===== config.mk =====
export PLATFORM = sky130hd
export DESIGN_NAME = lc4_issue_queue_ooo
export DESIGN_NICKNAME = d
export VERILOG_FILES = /design/src/rtl/lc4_issue_queue_ooo.sv
export SDC_FILE = /design/constraint.sdc
export NUM_CORES = 1
export LEC_CHECK = 0
export ABC_AREA = 1
export BUFFER_PORTS_ARGS = -buffer_cell sky130_fd_sc_hd__buf_2
export CAP_MARGIN = 30
export CORE_MARGIN = 10
export CORE_UTILIZATION = 50
export DETAILED_ROUTE_END_ITERATION = 10
export GPL_ROUTABILITY_DRIVEN = 0
export PLACE_DENSITY = 0.66
export SLEW_MARGIN = 30
export SYNTH_ARGS = -nofsm -noshare
export SYNTH_HDL_FRONTEND = slang
export SYNTH_SLANG_ARGS = --single-unit

===== constraint.sdc =====
create_clock -name clk -period 10.2 [get_ports clk]
set_input_delay 2.04 -clock clk [delete_from_list [all_inputs] [get_ports clk]]
set_output_delay 2.04 -clock clk [all_outputs]
set_load 0.01 [all_outputs]

===== src/rtl/lc4_issue_queue_ooo.sv =====
// LC4 out-of-order issue queue: collapsing age-ordered buffer with tag wakeup and a stallable issue slot.
// Optional perf counters are built when LC4_IQ_PERF_CTR_EN is defined.
module lc4_issue_queue_ooo #(
    parameter int DEPTH     = 8,
    parameter int PREG_BITS = 4,
    parameter int ROB_BITS  = 3,
    parameter int WB_CH     = 4,
    parameter int PAYLOAD_W = 48,
    localparam int CNT_W    = $clog2(DEPTH + 1),
    localparam int IDX_W    = $clog2(DEPTH)
) (
    input  logic                       clk,
    input  logic                       rst,
    input  logic                       flush,
    input  logic                       dp_valid,
    output logic                       dp_ready,
    input  logic [PAYLOAD_W-1:0]       dp_payload,
    input  logic [PREG_BITS-1:0]       dp_pr1,
    input  logic [PREG_BITS-1:0]       dp_pr2,
    input  logic [PREG_BITS-1:0]       dp_prd,
    input  logic                       dp_r1_rdy,
    input  logic                       dp_r2_rdy,
    input  logic [ROB_BITS-1:0]        dp_rob_idx,
    input  logic [WB_CH-1:0]           wk_valid,
    input  logic [WB_CH*PREG_BITS-1:0] wk_prd,
    output logic                       is_valid,
    input  logic                       is_stall,
    output logic [PAYLOAD_W-1:0]       is_payload,
    output logic [PREG_BITS-1:0]       is_pr1sel,
    output logic [PREG_BITS-1:0]       is_pr2sel,
    output logic [PREG_BITS-1:0]       is_prd,
    output logic [ROB_BITS-1:0]        is_rob_index,
    output logic [CNT_W-1:0]           iq_count,
    output logic [15:0]                perf_issue_cnt,
    output logic [15:0]                perf_full_cnt
);

    typedef struct packed {
        logic [PAYLOAD_W-1:0] pl;
        logic [PREG_BITS-1:0] pr1;
        logic [PREG_BITS-1:0] pr2;
        logic [PREG_BITS-1:0] prd;
        logic [ROB_BITS-1:0]  rob;
        logic                 r1;
        logic                 r2;
    } ent_t;

    function automatic logic wake(input logic [PREG_BITS-1:0]       tag,
                                  input logic [WB_CH-1:0]           v,
                                  input logic [WB_CH*PREG_BITS-1:0] t);
        wake = 1'b0;
        for (int k = 0; k < WB_CH; k++)
            if (v[k] && t[k*PREG_BITS +: PREG_BITS] == tag) wake = 1'b1;
    endfunction

    ent_t                 ent_q [DEPTH];
    ent_t                 ent_w [DEPTH];
    ent_t                 ent_s [DEPTH];
    ent_t                 ent_d [DEPTH];
    ent_t                 dp_ent;
    logic [DEPTH-1:0]     elig;
    logic                 any_elig;
    logic [IDX_W-1:0]     sel_idx;
    logic                 adv, take, dp_acc;
    logic [CNT_W-1:0]     count_q, count_d, count_after;

    logic                 is_valid_q;
    logic [PAYLOAD_W-1:0] is_pl_q;
    logic [PREG_BITS-1:0] is_pr1_q, is_pr2_q, is_prd_q;
    logic [ROB_BITS-1:0]  is_rob_q;

    assign dp_ready = (count_q < CNT_W'(DEPTH));
    assign adv      = !is_valid_q || !is_stall;
    assign take     = adv && any_elig;
    assign dp_acc   = dp_valid && dp_ready;

    always_comb begin
        for (int i = 0; i < DEPTH; i++) begin
            ent_w[i]    = ent_q[i];
            ent_w[i].r1 = ent_q[i].r1 | wake(ent_q[i].pr1, wk_valid, wk_prd);
            ent_w[i].r2 = ent_q[i].r2 | wake(ent_q[i].pr2, wk_valid, wk_prd);
            elig[i]     = (CNT_W'(i) < count_q) && ent_w[i].r1 && ent_w[i].r2;
        end
        any_elig = 1'b0;
        sel_idx  = '0;
        // Scan downward so the oldest eligible entry wins.
        for (int i = DEPTH - 1; i >= 0; i--) begin
            if (elig[i]) begin
                any_elig = 1'b1;
                sel_idx  = IDX_W'(i);
            end
        end
    end

    always_comb begin
        dp_ent.pl   = dp_payload;
        dp_ent.pr1  = dp_pr1;
        dp_ent.pr2  = dp_pr2;
        dp_ent.prd  = dp_prd;
        dp_ent.rob  = dp_rob_idx;
        dp_ent.r1   = dp_r1_rdy | wake(dp_pr1, wk_valid, wk_prd);
        dp_ent.r2   = dp_r2_rdy | wake(dp_pr2, wk_valid, wk_prd);
        count_after = count_q - CNT_W'(take);
        count_d     = count_after + CNT_W'(dp_acc);
        for (int i = 0; i < DEPTH - 1; i++) ent_s[i] = ent_w[i + 1];
        ent_s[DEPTH-1] = '0;
        for (int i = 0; i < DEPTH; i++) begin
            ent_d[i] = (take && IDX_W'(i) >= sel_idx) ? ent_s[i] : ent_w[i];
            // New entry lands at the tail that remains after this cycle's removal.
            if (dp_acc && CNT_W'(i) == count_after) ent_d[i] = dp_ent;
        end
    end

    // Entry contents are qualified by count_q, so they need no reset.
    always_ff @(posedge clk) begin
        for (int i = 0; i < DEPTH; i++) ent_q[i] <= ent_d[i];
    end

    always_ff @(posedge clk) begin
        if (rst) begin
            count_q    <= '0;
            is_valid_q <= 1'b0;
            is_pl_q    <= '0;
            is_pr1_q   <= '0;
            is_pr2_q   <= '0;
            is_prd_q   <= '0;
            is_rob_q   <= '0;
        end else if (flush) begin
            count_q    <= '0;
            is_valid_q <= 1'b0;
        end else begin
            count_q <= count_d;
            if (adv) begin
                is_valid_q <= any_elig;
                if (any_elig) begin
                    is_pl_q  <= ent_w[sel_idx].pl;
                    is_pr1_q <= ent_w[sel_idx].pr1;
                    is_pr2_q <= ent_w[sel_idx].pr2;
                    is_prd_q <= ent_w[sel_idx].prd;
                    is_rob_q <= ent_w[sel_idx].rob;
                end
            end
        end
    end

    assign is_valid     = is_valid_q;
    assign is_payload   = is_pl_q;
    assign is_pr1sel    = is_pr1_q;
    assign is_pr2sel    = is_pr2_q;
    assign is_prd       = is_prd_q;
    assign is_rob_index = is_rob_q;
    assign iq_count     = count_q;

`ifdef LC4_IQ_PERF_CTR_EN
    logic [15:0] perf_issue_q, perf_full_q;

    always_ff @(posedge clk) begin
        if (rst) begin
            perf_issue_q <= '0;
            perf_full_q  <= '0;
        end else begin
            if (take && !flush && perf_issue_q != 16'hFFFF) perf_issue_q <= perf_issue_q + 16'd1;
            if (count_q == CNT_W'(DEPTH) && perf_full_q != 16'hFFFF) perf_full_q <= perf_full_q + 16'd1;
        end
    end

    assign perf_issue_cnt = perf_issue_q;
    assign perf_full_cnt  = perf_full_q;
`else
    assign perf_issue_cnt = 16'h0000;
    assign perf_full_cnt  = 16'h0000;
`endif

endmodule


# [Word level (Yosys, flattened, before mapping)]
# Memory sizes are Yosys's and may differ from the RTL's.
# Cells that the tools add are included.
# Widths: inputs -> output; s select.
[totals] in_bits=90 n_memories=1 ramBits=520 wordCells=346 output_inout_bits=101 reg_bits=68
[classes] n_reduce_logical=112 eq_ne=79 n_lt_le_gt_ge=18 bitwise=20 mux=107 addsub=2
[memory_table] memory="ent_q" words=8 word_bits=65 rd=8 rd_ports_with_merged_regs=0 wr=8 line_no="56" source="ent_t ent_q [DEPTH];"
[op_table] op="$mux 65" count=18
[op_table] op="$eq 4x4->1" count=72
[op_table] op="$bmux 65 s3" count=1
[op_table] op="$logic_and 1x1->1" count=106
[op_table] op="$mux 1" count=80
[op_table] op="$mux 3" count=8
[op_table] op="$or 1x1->1" count=18
[op_table] op="$eq 3x4->1 const A" count=4
[op_table] op="$lt 3x4->1 const A" count=4
[op_table] op="$ge 3x3->1 const A" count=4
[op_table] op="$eq 2x4->1 const A" count=2
[op_table] op="$lt 1x4->1 const A" count=2
[op_table] op="$lt 2x4->1 const A" count=2
[op_table] op="$ge 1x3->1 const A" count=2
[op_table] op="$ge 2x3->1 const A" count=2
[op_table] op="$add 4x1->4" count=1
[op_table] op="$eq 1x4->1 const A" count=1
[op_table] op="$ge 4x4->1 const B" count=1
[op_table] op="$logic_not 4->1" count=1
[op_table] op="$lt 4x4->1 const B" count=1
[op_table] op="$not 3->4" count=1
[op_table] op="$sub 4x1->4" count=1
[op_table] op="$reduce_and 3->1" count=1
[op_table] op="$logic_not 1->1" count=2
[op_table] op="3 further kinds" count=3

# [Longest topological paths before layout]
# An unclocked memory read counts as a cell.
[logic_depth] word_depth=23 depth_mapped=26 depth_no_buf=23

# [Worst setup path after synthesis]
# Ideal clock, no wire load.
[synth_timing] path_kind="input port to flip-flop" from="input port wk_prd[8]" to="memory ent_q[1][132] (netlist bit), enable pin" path_slack_ns=3.301 t_required_ns=9.357 path_buffers=4 setup_time_ns=0.843 cell_stages=20 arrival_time_ns=6.056 path_cell_list="buf_2 > buf_6 > buf_6 > o22ai_1 > a21oi_1 > a211oi_1 > nand2_1 > nand3_2 > nand2_4 > nor2_4 > a21oi_2 > ha_1 > ha_1 > xnor2_1 > nor2_1 > inv_1 > nor2_1 > inv_1 > clkbuf_1 > nand3_1"
[synth_rtl] element="start: declaration" line_no="25" source="input logic [WB_CH*PREG_BITS-1:0] wk_prd,"
[synth_rtl] element="end: declaration" line_no="56"

==> impl_results.md <==
- DR vias: 31300
- Largest net degree at the start of global routing: 192
- Clock transition at path regs: 0.06 ns
- Total global routing overflow: 0
- Buffers on Ports: 158
- CP most frequent cell: nand2_4
- Critical path class: in -> reg
- R2R setup slack: 4.36 ns
- Final Cycle Share: 0.718
- Most frequent cells in the layout: nand3_1 (1057), inv_1 (555), nand2_1 (537)
- Post-synth ARST share: 0
- DR pass1 iterations: 6
- Post-synth EDFFs: 504
- Cells after Synth: 4358
- Die Y: 285 um
- Crit path max-delay family: simple AND/OR/NAND/NOR gates
- Die footprint: 81200 sq um
- Layout cell share with drive strength beyond 1: 0.0821
- Slew Limit Fails: 0
- Tmin final: 7.33 ns
- Max-cap violations: 0
- Cell variety after synth: 43
- Vias in the first global route: 29400
- CP max stage delay: 0.66 ns
- H-tree levels: 3
- # DRC: 0
- Synth-to-Final Area Change: 7.64%
- CTS tree: done
- WP data arrival: 7.56 ns
- Top Ports: 191
- Clock sinks: 588
- DIE WIDTH: 285 um
- Reg2reg end: ent_q[0][57]$_DFFE_PP_
- Final wirelength: 116000 um
- CTS Buffer Depth: 3
- Least-Margin Pin Slew: 1.01 ns
- Slowest cell on the critical path: buf_4
- Unrepaired setup endpoints after global routing: no
- Synthesized area: 35100 sq um
- Site row count: 97
- Relative slew slack: 0.329
- Resize count post-CTS: 0
- Fillers: 6527
- Final nets: 4329
- Critical path depth in cells: 17
- Clk_lat worst skew: 0.64 ns
- Crit end category: flip-flop
- Initial antenna violation count: 3
- Global-route wire length before repair: 178000 um
- Final ANT Viol Nets: 0
- Setup TNS: 0 ns
- Crit path buffers/inverters: 4
- Number of CTS-inserted buffers: 68
- Data required time of the worst path: 10.44 ns
- Fmax: 137 MHz
- Final WS setup: 2.87 ns
- Starting Density: 0.503
- Most common cell after layout, fill and taps aside: nand3_1
- Cts hold-fix bufs: 0
- End of the critical path: ent_q[0][57]$_DFFE_PP_
- Avg WL per Cell: 22.2 um
- Initial DRC count: 3421
- Startpoint types: input pin
- Dominant synthesized flop cell: edfxtp_1
- Crit path cell chain: buf_2 > inv_1 > o22ai_1 > nor2_1 > nor2_1 > nand2_1 > nand3_4 > nand2_4 > nor2_4 > a21oi_2 > ha_1 > ha_1 > inv_1 > nor3_1 > nand2_4 > nand2_4 > buf_4
- Outcome: finished clean
- Crit path launch: wk_prd[1]
- Register-to-Register Path Depth: 18
- Worst r2r src: ent_q[0][9]$_DFFE_PP_
- Syn avg cell area: 8.05 sq um
- Hold Path Class: reg -> reg
- Clk root buf: clkbuf_16
- Final Skew: 0.0372 ns
- Gr usage total: 0.276
- Worst slack at placement: 2.48 ns
- Crit-path max FO: 57
- Setup Fix Bufs, Post-CTS: 0
- Setup violators final: 0
- Placeable Area: 69800 sq um
- Hold wc startpoint: is_prd[2]$_SDFFE_PP0P_
- Yosys Warn Count: 0
- Yosys reg bits: 588
- Final hold vios: 0
- Seq/Total Area, Yosys: 0.479
- HPWL Detailed: 65600 um
- Vias per inst: 5.98
==> tightest hold or removal path, delay by kind of cell, from the launching register on <==
family | cells | cell delay [ns]
DFF | 1 | 0.32
AOI/OAI and AO/OA | 2 | 0.18
==> Yosys cell counts (27+ instances only) <==
library cell | n | area (sq um)
nand3_1 | 1058 | 5300
buf_4 | 58 | 435
o21ai_0 | 448 | 2240
buf_1 | 39 | 146
o21ai_1 | 104 | 521
nand2_1 | 548 | 2060
dfxtp_1 | 84 | 1680
edfxtp_1 | 504 | 15100
clkbuf_1 | 174 | 653
buf_2 | 106 | 531
buf_6 | 30 | 338
xnor2_1 | 77 | 674
o22ai_1 | 52 | 325
o211ai_1 | 27 | 203
nand3b_1 | 57 | 428
nor2_1 | 154 | 578
inv_1 | 561 | 2110
a21oi_1 | 106 | 531
==> worst min-delay path by stage <==
stage / to / slack [ns] / cells after the start
2_1_floorplan: ent_q[0][132]$_DFFE_PP_ / 0.54 / 2
3_3_place_gp: is_pr1sel[0]$_SDFFE_PP0P_ / 0.52 / 2
3_5_place_dp: is_payload[43]$_SDFFE_PP0P_ / 0.52 / 2
4_1_cts: is_prd[2]$_SDFFE_PP0P_ / 0.54 / 2
5_1_grt: is_prd[2]$_SDFFE_PP0P_ / 0.56 / 2
6_report: is_prd[2]$_SDFFE_PP0P_ / 0.53 / 2
==> cell type report <==
type	instances	area, sq um	share of cell area
Antenna cell	3	7.51	0.000199
Clock buffer	98	1950	0.0515
Clock inverter	26	285	0.00755
Inverter	582	2200	0.0582
Multi-Input combinational cell	2805	14300	0.378
Sequential cell	588	16800	0.445
Tap cell	940	1180	0.0311
Timing Repair Buffer	190	1090	0.0288
==> through the flow <==
stage	hold WS [ns]	instance area, sq um	util	cells
after floorplan	0.541	35200	-	4389
after detailed placement	0.520	35500	0.509	5104
after global placement	0.519	35400	0.508	5104
after CTS	0.540	37700	0.541	5228
final	0.533	37800	0.541	5232
after global routing	0.560	37800	0.541	5229
==> sequential cells by signal, summed over array words and instances (netlist names) <==
register and cells:
is_payload 48, is_valid 1, is_pr2sel 4, iq_count 4, ent_q 520, is_prd 4
is_rob_index 3, is_pr1sel 4
==> cells by family after synthesis <==
kind of cell,Yosys count,synth area share
other cells,1,0.000107
compound gates,787,0.121
buf+inv,996,0.123
fa+ha+maj,4,0.00143
xor+xnor,95,0.0237
flops,588,0.479
simple gates,1887,0.252
==> layer usage <==
| layer | share of wire | wire, um | up-vias | track usage |
|---|---|---|---|---|
| met5 | 0 | 0 | - | 0 |
| met4 | 0.041 | 4710 | 0 | 0.120 |
| met3 | 0.10 | 12100 | 333 | 0.0635 |
| met2 | 0.46 | 53300 | 1697 | 0.439 |
| met1 | 0.40 | 46300 | 14700 | 0.358 |
| li1 | - | - | 14600 | - |
Power is not shown: default switching activity piles up to over one toggle a cycle in this logic, so the estimate is an artifact.
